## config.mk

```make
export PLATFORM = sky130hd
export DESIGN_NAME = core_writeback
export DESIGN_NICKNAME = d
export VERILOG_FILES = /design/src/rtl/core_writeback.sv
export SDC_FILE = /design/constraint.sdc
export NUM_CORES = 1
export LEC_CHECK = 0
export ABC_AREA = 1
export CAP_MARGIN = 20
export CORE_ASPECT_RATIO = 2
export CORE_MARGIN = 1
export CORE_UTILIZATION = 40
export DETAILED_ROUTE_END_ITERATION = 8
export PLACE_DENSITY = 0.9
export RECOVER_POWER = 100
export SYNTH_ARGS = -nofsm -noshare
export SYNTH_HDL_FRONTEND = slang
export SYNTH_SLANG_ARGS = --single-unit
```

## constraint.sdc

```tcl
create_clock -name clk -period 1.6 [get_ports clk]
set_input_delay 0.32 -clock clk [delete_from_list [all_inputs] [get_ports clk]]
set_output_delay 0.32 -clock clk [all_outputs]
set_load 0.01 [all_outputs]
```

## src/rtl/core_writeback.sv

```systemverilog
// Writeback stage of the i2d core: retires ALU results and load data into the
// register file and publishes the registered forwarding value to decode.
module core_writeback #(
    parameter int DATA_W       = 32,
    parameter int REG_AW       = 5,
    parameter int LOAD_TIMEOUT = 16
) (
    input  logic              clk,
    input  logic              rst,
    input  logic              ex_valid,
    output logic              ex_ready,
    input  logic              ex_is_load,
    input  logic              ex_we,
    input  logic [REG_AW-1:0] ex_rd,
    input  logic [DATA_W-1:0] ex_alu_result,
    input  logic              lsu_rvalid,
    input  logic [DATA_W-1:0] lsu_rdata,
    input  logic [REG_AW-1:0] dec_ra,
    input  logic [REG_AW-1:0] dec_rb,
    output logic              rf_we,
    output logic [REG_AW-1:0] rf_waddr,
    output logic [DATA_W-1:0] rf_wdata,
    output logic [DATA_W-1:0] wb_data,
    output logic              fwd_a,
    output logic              fwd_b,
    output logic              bus_err
);

    typedef enum logic {
        IDLE      = 1'b0,
        LOAD_WAIT = 1'b1
    } state_e;

    localparam logic [7:0] CNT_LAST = 8'(LOAD_TIMEOUT - 1);

    state_e              state_q, state_d;
    logic [7:0]          cnt_q, cnt_d;
    logic [REG_AW-1:0]   pend_rd_q, pend_rd_d;
    logic                pend_we_q, pend_we_d;
    logic                wb_valid_q, wb_valid_d;
    logic                wb_we_q, wb_we_d;
    logic [REG_AW-1:0]   wb_rd_q, wb_rd_d;
    logic [DATA_W-1:0]   wb_data_q, wb_data_d;
    logic                bus_err_q, bus_err_d;

    // State register and retired-instruction registers
    always_ff @(posedge clk or negedge rst) begin
        if (!rst) begin
            state_q    <= IDLE;
            cnt_q      <= 8'd0;
            pend_rd_q  <= {REG_AW{1'b0}};
            pend_we_q  <= 1'b0;
            wb_valid_q <= 1'b0;
            wb_we_q    <= 1'b0;
            wb_rd_q    <= {REG_AW{1'b0}};
            wb_data_q  <= {DATA_W{1'b0}};
            bus_err_q  <= 1'b0;
        end else begin
            state_q    <= state_d;
            cnt_q      <= cnt_d;
            pend_rd_q  <= pend_rd_d;
            pend_we_q  <= pend_we_d;
            wb_valid_q <= wb_valid_d;
            wb_we_q    <= wb_we_d;
            wb_rd_q    <= wb_rd_d;
            wb_data_q  <= wb_data_d;
            bus_err_q  <= bus_err_d;
        end
    end

    // Next-state logic: accept, wait for load data, or abandon on timeout
    always_comb begin
        state_d    = state_q;
        cnt_d      = cnt_q;
        pend_rd_d  = pend_rd_q;
        pend_we_d  = pend_we_q;
        wb_valid_d = 1'b0;
        wb_we_d    = wb_we_q;
        wb_rd_d    = wb_rd_q;
        wb_data_d  = wb_data_q;
        bus_err_d  = 1'b0;
        case (state_q)
            IDLE: begin
                if (ex_valid) begin
                    if (ex_is_load) begin
                        pend_rd_d = ex_rd;
                        pend_we_d = ex_we && (ex_rd != {REG_AW{1'b0}});
                        cnt_d     = 8'd0;
                        state_d   = LOAD_WAIT;
                    end else begin
                        wb_valid_d = 1'b1;
                        wb_rd_d    = ex_rd;
                        wb_we_d    = ex_we && (ex_rd != {REG_AW{1'b0}});
                        wb_data_d  = ex_alu_result;
                    end
                end else begin
                    state_d = IDLE;
                end
            end
            LOAD_WAIT: begin
                // A response on the final cycle still retires; it beats the timeout
                if (lsu_rvalid) begin
                    wb_valid_d = 1'b1;
                    wb_rd_d    = pend_rd_q;
                    wb_we_d    = pend_we_q;
                    wb_data_d  = lsu_rdata;
                    state_d    = IDLE;
                end else if (cnt_q == CNT_LAST) begin
                    bus_err_d = 1'b1;
                    state_d   = IDLE;
                end else begin
                    cnt_d = cnt_q + 8'd1;
                end
            end
            default: begin
                state_d = IDLE;
            end
        endcase
    end

    assign ex_ready = (state_q == IDLE);
    assign rf_we    = wb_valid_q && wb_we_q;
    assign rf_waddr = wb_rd_q;
    assign rf_wdata = wb_data_q;
    assign wb_data  = wb_data_q;
    // wb_we_q is already cleared for r0, so r0 never forwards
    assign fwd_a    = wb_valid_q && wb_we_q && (wb_rd_q == dec_ra);
    assign fwd_b    = wb_valid_q && wb_we_q && (wb_rd_q == dec_rb);
    assign bus_err  = bus_err_q;

endmodule

```

; ---- Yosys cells after proc, flatten, opt, wreduce, memory -nomap -nowiden
; Index checks and enable logic that the tools add are counted.
; W data, S select, Z words.
[totals]
register_bits = 55
wordCells = 57
[classes]
add_sub_neg = 1
n_eq_ne = 9
n_mux = 29
n_bitwise = 1
n_reduce_logical = 8
[ops]
columns = operator, count
row1 = $mux W32, 3
row2 = $pmux W32 S2, 1
row3 = $mux W8, 4
row4 = $pmux W8 S2, 1
row5 = $mux W5, 3
row6 = $mux W1, 13
row7 = $eq A5 B5 Y1, 2
row8 = $ne A2 B2 Y1 const B, 5
row9 = $pmux W5 S2, 1
row10 = $add A8 B1 Y8 const B, 1
row11 = $eq A8 B4 Y1 const B, 1
row12 = $pmux W1 S2, 3
row13 = $reduce_and A3 Y1, 2
row14 = $reduce_bool A5 Y1, 1
row15 = $logic_and A1 B1 Y1, 4
row16 = $reduce_and A4 Y1, 1
row17 = $ne A2 B1 Y1 const B, 1
row18 = $not A1 Y1, 1

; ---- Depth between registers and ports, before layout
; Gate-level depths: netlist of the first run.
[depth]
depth_word = 5
depth_mapped = 9
depth_no_buf = 8

; ---- Worst setup path after synthesis of the first run
; OpenSTA, ideal clock, no wires.
[synth_path]
kind = reg2reg
start = register cnt_q[0]
end = register cnt_q[5]
setup_time_ns = 0.117
t_arrival_ns = 1.164
t_required_ns = 1.483
setup_slack_ns = 0.319
path_stages_with_launch = 8
synth_period_minus_slack_ns = 1.281
path_cell_list = dfrtp_1 ha_1 nand3_1 nor2_1 nor2_1 nor2_2 nand2_1 nand2_1
[synth_between]
elab_chain_len = 4
word_cells_on_any_way = 7
[synth_rtl]
columns = element, line
row1 = from (decl), 37  ; logic [7:0] cnt_q, cnt_d;
row2 = from (signal assigned), 60  ; cnt_q <= cnt_d;
row3 = $add A8 B1 Y8, 112  ; cnt_d = cnt_q + 8'd1;
row4 = $mux W8, 108  ; end else if (cnt_q == CNT_LAST) begin
row5 = $mux W8, 102  ; if (lsu_rvalid) begin
row6 = $pmux W8 S2, 82  ; case (state_q)
; Parallel ways exist; a longest one is shown, timed or not. The select of a mux whose other input is x is not followed.
; A chain may end at the register's enable or synchronous reset.

; ---- Worst setup path in the final report of the first run
[layout_path]
start = register wb_rd_q[0], in the netlist rf_waddr[0]
end = output port fwd_a
[layout_between]
elab_chain_len = 2
[layout_rtl]
columns = element, line
row1 = from (decl), 42  ; logic [REG_AW-1:0] wb_rd_q, wb_rd_d;
row2 = from (signal assigned), 55  ; wb_rd_q <= {REG_AW{1'b0}};
row3 = from (signal assigned), 65  ; wb_rd_q <= wb_rd_d;
row4 = $eq A5 B5 Y1, 127  ; assign fwd_a = wb_valid_q && wb_we_q && (wb_rd_q == dec_ra);
row5 = $logic_and A1 B1 Y1, 127
row6 = to (decl), 24  ; output logic fwd_a,
; No other way between the ends.

==> results of run 1 <==
## registers in the layout, summed over array words and instances, names as in the netlist
signal,flops
rf_wdata,32
cnt_q,8
pend_rd_q,5
rf_waddr,5
bus_err,1
pend_we_q,1
state_q,1
wb_valid_q,1
wb_we_q,1
## cells in the final DEF (no fill, tap or decap), types with 4 or more instances in the layout
cell type	instances
buf_4	12
clkbuf_16	5
clkbuf_4	4
clkdlybuf4s50_1	139
dfrtp_1	54
dlygate4sd2_1	13
inv_1	14
nand2_1	85
nand3_1	8
nor2_1	16
o21ai_0	66
o21ai_1	6
o21ai_2	7
or2_2	32
## layer usage
metal / routed length (um) / share of wire / up-vias / GRT usage
met4: 273 / 0.030 / 0 / 0.09542
met1: 3150 / 0.34 / 1420 / 0.2270
li1: - / - / 1461 / -
met2: 5246 / 0.57 / 129 / 0.4365
met3: 473 / 0.052 / 20 / 0.03750
met5: 0 / 0 / - / 0
## power breakdown
part / switching [W] / total [W] / internal, W
Sequential: 0.000250 / 0.00194 / 0.00169
Combinational: 0.000963 / 0.00224 / 0.00128
Clock: 0.000469 / 0.00108 / 0.000612
## final cells by class
type | instances | share of cell area
clock inverter | 1 | 0.001048
clock buffer | 6 | 0.02908
tap | 94 | 0.02463
timing repair buffer | 179 | 0.3605
multi-input combinational | 253 | 0.2798
inverter | 19 | 0.01651
sequential | 55 | 0.2884
## kinds of logic after synthesis
logic type               Yosys count  synth area share
AND/OR/NAND/NOR                  156            0.2376
XOR/XNOR                           5           0.01398
adder cells (fa/ha/maj)            1          0.003993
buffers and inverters             68            0.1410
AO/OA/AOI/OAI                     91            0.1641
flip-flops                        55            0.4393
## repair_timing
action,in CTS,in global routing
endpoints found under the hold margin,13,0
hold buffers,1,0
endpoints found under the setup margin,12,28
gates cloned,0,0
buffers inserted,1,5
pin swaps,5,4
resized for setup,31,7
## worst paths after layout
path / from / endpoint / slack, ps / cells past startpoint
worst max-delay path: rf_waddr[0] / fwd_a / -40 / 6
worst min-delay path: pend_rd_q[2] / pend_rd_q[2] / 490 / 2
worst max register to register: cnt_q[0] / cnt_q[3] / 100 / 6
worst min register to register: pend_rd_q[2] / pend_rd_q[2] / 490 / 2
max in group asynchronous: rst / state_q / 140 / 3
min in group asynchronous: rst / rf_wdata[5] / 660 / 2
## worst register-to-register path, stage by stage (launching register included)
cell,delay (ps)
dfrtp_1,410
ha_1,240
nand3_2,150
o21ai_0,230
nand2_2,170
nand2_1,90
o21ai_0,80
## stage by stage
| stage | setup TNS [ps] | util |
|---|---|---|
| after floorplan | 0 | - |
| after global placement | -5673 | 0.6058 |
| after detailed placement | -7663 | 0.6058 |
| after CTS | 0 | 0.6270 |
| after global routing | -505.7 | 0.6283 |
| final | -36.30 | 0.6283 |
==> results.cfg, run 1 <==
[cells_and_area]
n_antenna_cell = 0
drive_gt1_frac = 0.1715
syn2layout_area_growth_pct = 52.44
regArea_mm2 = 0.001378
layout.nets = 599
fin_area_mm2 = 0.004776
multi_input_area_mm2 = 0.001336
fin_cells = 607
fillers = 630

[floorplan]
initial_core_util = 0.4122
io_pins = 159
die_w_um = 64.58
die_area_mm2 = 0.008212
core_area_mm2 = 0.007601
die_y_um = 127.2
rows = 45

[power]
irDropWorstVdd_mv = 0.4904
p_total_w = 0.005256
powerDensity_mw_per_mm2 = 1101
leakagePower_nw = 2.083

[place]
post-dp-hpwl_um = 6884
port_buffers = 158
placed_area_mm2 = 0.004604
place_ws_ps = -450.2
gp_congestion = 0.7920
dp.cells = 593

[synthesis]
ys_seq_area_frac = 0.4393
yosysWarnings = 0
netlist_top_cells_count = 82 x nand2_1, 62 x o21ai_0, 55 x dfrtp_1, 34 x or2_2, 33 x buf_4
synth_fp_nets = 462
synth-edff-count = 0
synth_area_per_cell_um2 = 8.332
postSynthCellCount = 376
synthFlopType = dfrtp_1
synth.area.top_cells = dfrtp_1 44%, o21ai_0 9.9%, nand2_1 9.8%
synth_area_mm2 = 0.003133
ys_ff_latch = 55
async_reset_ff_frac = 1.000
synth.most_common_cell = nand2_1
synth_top_area_share = 0.4393
synth_top_area_cell = dfrtp_1
yosys.cell_types.count = 31

[routing]
ant_nets = 0
drt-total-wl_um = 9143
firstDrtPassIters = 4
routed_via_density = 4.992
drc_errors = 0
routedWlPerCell_um = 15.06
drtIter0Drc = 116
dr_total_vias = 3030

[sta]
layout_setup_ws_ps = -36.30
relSlewSlack = 0.4260
fin_crit_sh = 1.023
period_needed_ps = 1636
rsz0062_at_grt = yes
skew_ps = 3.450
final_hold_viol_count = 0
worst_slew_pin_slew_ps = 861.0
hold_ws_ps = 488.5
final-max-slew-violation-count = 0
clock.fmax_mhz = 611.1
setup_viol = 1

[setup_path]
arrival_ps = 1320
worstPathRequired_ps = 1280
crit_path_end_kind = primary output
crit_chain = inv_2 -> o22ai_2 -> a21oi_2 -> nand2_1 -> nor2_1 -> buf_2
worst-path-buf-inv = 2
cp_slowest_cell = dfrtp_1
worst_setup_path_start_kind = flip-flop
path_max_fanout = 5
critPathMaxStageDelay_ps = 380
path_class = flip-flop to primary output
critPathTopFamily = flip-flops

[hold_path]
hold_class = flip-flop to flip-flop

[clock_network]
ctsHtreeMaxLevel = 2
clockBufferDepth = 2
cts_tree = done
root_buffer = clkbuf_16
clk_latency_ps = 290
cts_buffers = 5
cts_sinks = 55
cts.reportedPaths.clkPinSlew_ps = 70

[status]
status = finished, violations left
violations = setup timing

[grt]
grtUsageTotal = 0.2253
antenna_found_initial = 0
grt_max_degree = 70
grt_pass1_wl_um = 14340
grt_pass1_vias = 3042
gr-total-overflow = 0

[job]
drv_cap = 0
(Power assumes the default switching activity.)
==> run 2: changes to the inputs <==
--- a/config.mk
+++ b/config.mk
@@ -10,9 +10,11 @@
 export CORE_ASPECT_RATIO = 2
 export CORE_MARGIN = 1
 export CORE_UTILIZATION = 40
+export CTS_CLUSTER_DIAMETER = 120
 export DETAILED_ROUTE_END_ITERATION = 8
 export PLACE_DENSITY = 0.9
 export RECOVER_POWER = 100
+export SETUP_SLACK_MARGIN = 0.05
 export SYNTH_ARGS = -nofsm -noshare
 export SYNTH_HDL_FRONTEND = slang
 export SYNTH_SLANG_ARGS = --single-unit
==> results.cfg, run 2 (synthesized netlist as in run 1, its figures left out) <==
[place]
post-dp-hpwl_um = 6884
gp_congestion = 0.7920
port_buffers = 158

[sta]
relSlewSlack = 0.4362
setup_viol = 2
period_needed_ps = 1629
rsz0062_at_grt = yes
worst_slew_pin_slew_ps = 845.7
layout_setup_ws_ps = -28.67
skew_ps = 2.840
fin_crit_sh = 1.018
final-max-slew-violation-count = 0
final_hold_viol_count = 0
fin_tns_setup_ps = -47.68
clock.fmax_mhz = 614.0

[floorplan]
io_pins = 159
rows = 45
initial_core_util = 0.4122
die_area_mm2 = 0.008212
die_y_um = 127.2
core_area_mm2 = 0.007601
die_w_um = 64.58

[setup_path]
critPathTopFamily = flip-flops
cp_slowest_cell = dfrtp_1
crit_chain = inv_2 -> o22ai_2 -> a21oi_2 -> nand2_1 -> nor2_1 -> buf_2
worstPathRequired_ps = 1280
path_class = flip-flop to primary output
worst_setup_path_start_kind = flip-flop
path_max_fanout = 5
worst-path-buf-inv = 2
crit_path_end_kind = primary output
critPathMaxStageDelay_ps = 380
arrival_ps = 1310

[routing]
ant_nets = 0
routedWlPerCell_um = 15.29
drtIter0Drc = 191
drc_errors = 0
routed_via_density = 4.998
dr_total_vias = 3054
drt-total-wl_um = 9344
firstDrtPassIters = 4

[power]
powerDensity_mw_per_mm2 = 1074
p_sw_w = 0.001709
irDropWorstVdd_mv = 0.4839
swShare = 0.3316
pwr-share-seq = 0.376
power_frac_comb = 0.414
p_clk_frac = 0.210
leakagePower_nw = 2.127
p_int_w = 0.003445

[grt]
grtUsageTotal = 0.2257
antenna_found_initial = 0
gr-total-overflow = 0
grt_max_degree = 70
grt_pass1_vias = 3049
grt_pass1_wl_um = 14370

[clock_network]
clockBufferDepth = 2
clk_latency_ps = 290
ctsHtreeMaxLevel = 2
cts_sinks = 55
cts.reportedPaths.clkPinSlew_ps = 70
root_buffer = clkbuf_16
cts_buffers = 5
cts_tree = done

[cells_and_area]
final_common_cell = clkdlybuf4s50_1
drive_gt1_frac = 0.1896
fillers = 634
largest_reg_flops = 32
layout.nets = 603
n_antenna_cell = 0
mostFrequentLayoutCells = 90 x clkdlybuf4s50_1, 82 x nand2_1, 61 x o21ai_0
finish.utilization = 0.6314
syn2layout_area_growth_pct = 53.19

[status]
status = finished, violations left
violations = setup timing

[job]
drv_cap = 0

[hold_path]
hold_class = flip-flop to flip-flop
run 2: cell count changes in the layout (fill, tap and decap cells not counted), sizes merged:
| cell | before | now |
|---|---|---|
| buf | 16 | 20 |
| clkbuf | 13 | 15 |
| clkdlybuf4s25 | 2 | 35 |
| dlygate4sd2 | 13 | 27 |
| clkinv | 1 | 2 |
| clkdlybuf4s50 | 139 | 90 |
| inv | 19 | 18 |
run 2: power groups by stage:
stage | combinational [W] | clock, W | sequential [W]
after detailed placement | 0.00222 | 0 | 0.00196
after floorplan | 0.00104 | 0 | 0.00203
after global placement | 0.00217 | 0 | 0.00194
final | 0.00213 | 0.00108 | 0.00194
after global routing | 0.00231 | 0.00116 | 0.00197
after CTS | 0.00217 | 0.00110 | 0.00194
run 2: final cells by class:
cell class,instances,area (um2),share of cell area
Clock buffer,6,138.9,0.02894
Clock inverter,1,5.005,0.001043
Inverter,19,91.34,0.01903
Multi-Input combinational cell,253,1360,0.2834
Sequential cell,55,1376,0.2868
Tap cell,94,117.6,0.02450
Timing Repair Buffer,183,1710,0.3564
run 2: through the flow:
step	std cells	instance area [um2]	hold slack, ps	setup slack, ps	power (W)
floorplan	376	3133	24.41	319.2	0.003065
global placement	593	4604	242.5	-403.9	0.004110
detailed placement	593	4604	248.0	-450.2	0.004181
CTS	603	4757	487.2	3.098	0.005206
global route	611	4800	521.1	-85.67	0.005442
finish	611	4800	488.4	-28.67	0.005154
run 2: final timing paths:
kind	from	to	slack [ps]	depth (start not counted)
min in group asynchronous	rst	rf_wdata[5]	660	2
max in group asynchronous	rst	rf_wdata[17]	170	3
max reg2reg	state_q	rf_wdata[30]	70	5
max	rf_waddr[0]	fwd_a	-30	6
min reg2reg	pend_rd_q[2]	pend_rd_q[2]	490	2
min	pend_rd_q[2]	pend_rd_q[2]	490	2
run 2: tightest hold or removal path, stage by stage, from the launching register on:
cell	delay [ps]
dfrtp_1	340
nand2_1	50
o21ai_0	60
run 2: routing by layer:
| layer | global-route usage | wire length (um) | vias to the layer above |
|---|---|---|---|
| met1 | 0.2282 | 3105 | 1434 |
| li1 | - | - | 1466 |
| met4 | 0.09542 | 343 | 0 |
| met2 | 0.4365 | 5386 | 128 |
| met3 | 0.03750 | 509 | 26 |
| met5 | 0 | 0 | - |
run 2: repair_timing:
action / 4_1_cts / 5_1_grt
gates resized for setup: 47 / 45
setup endpoints to repair: 55 / 79
buffers inserted: 2 / 8
pin swaps: 5 / 4
hold buffers: 1 / 0
hold endpoints to repair: 13 / 0
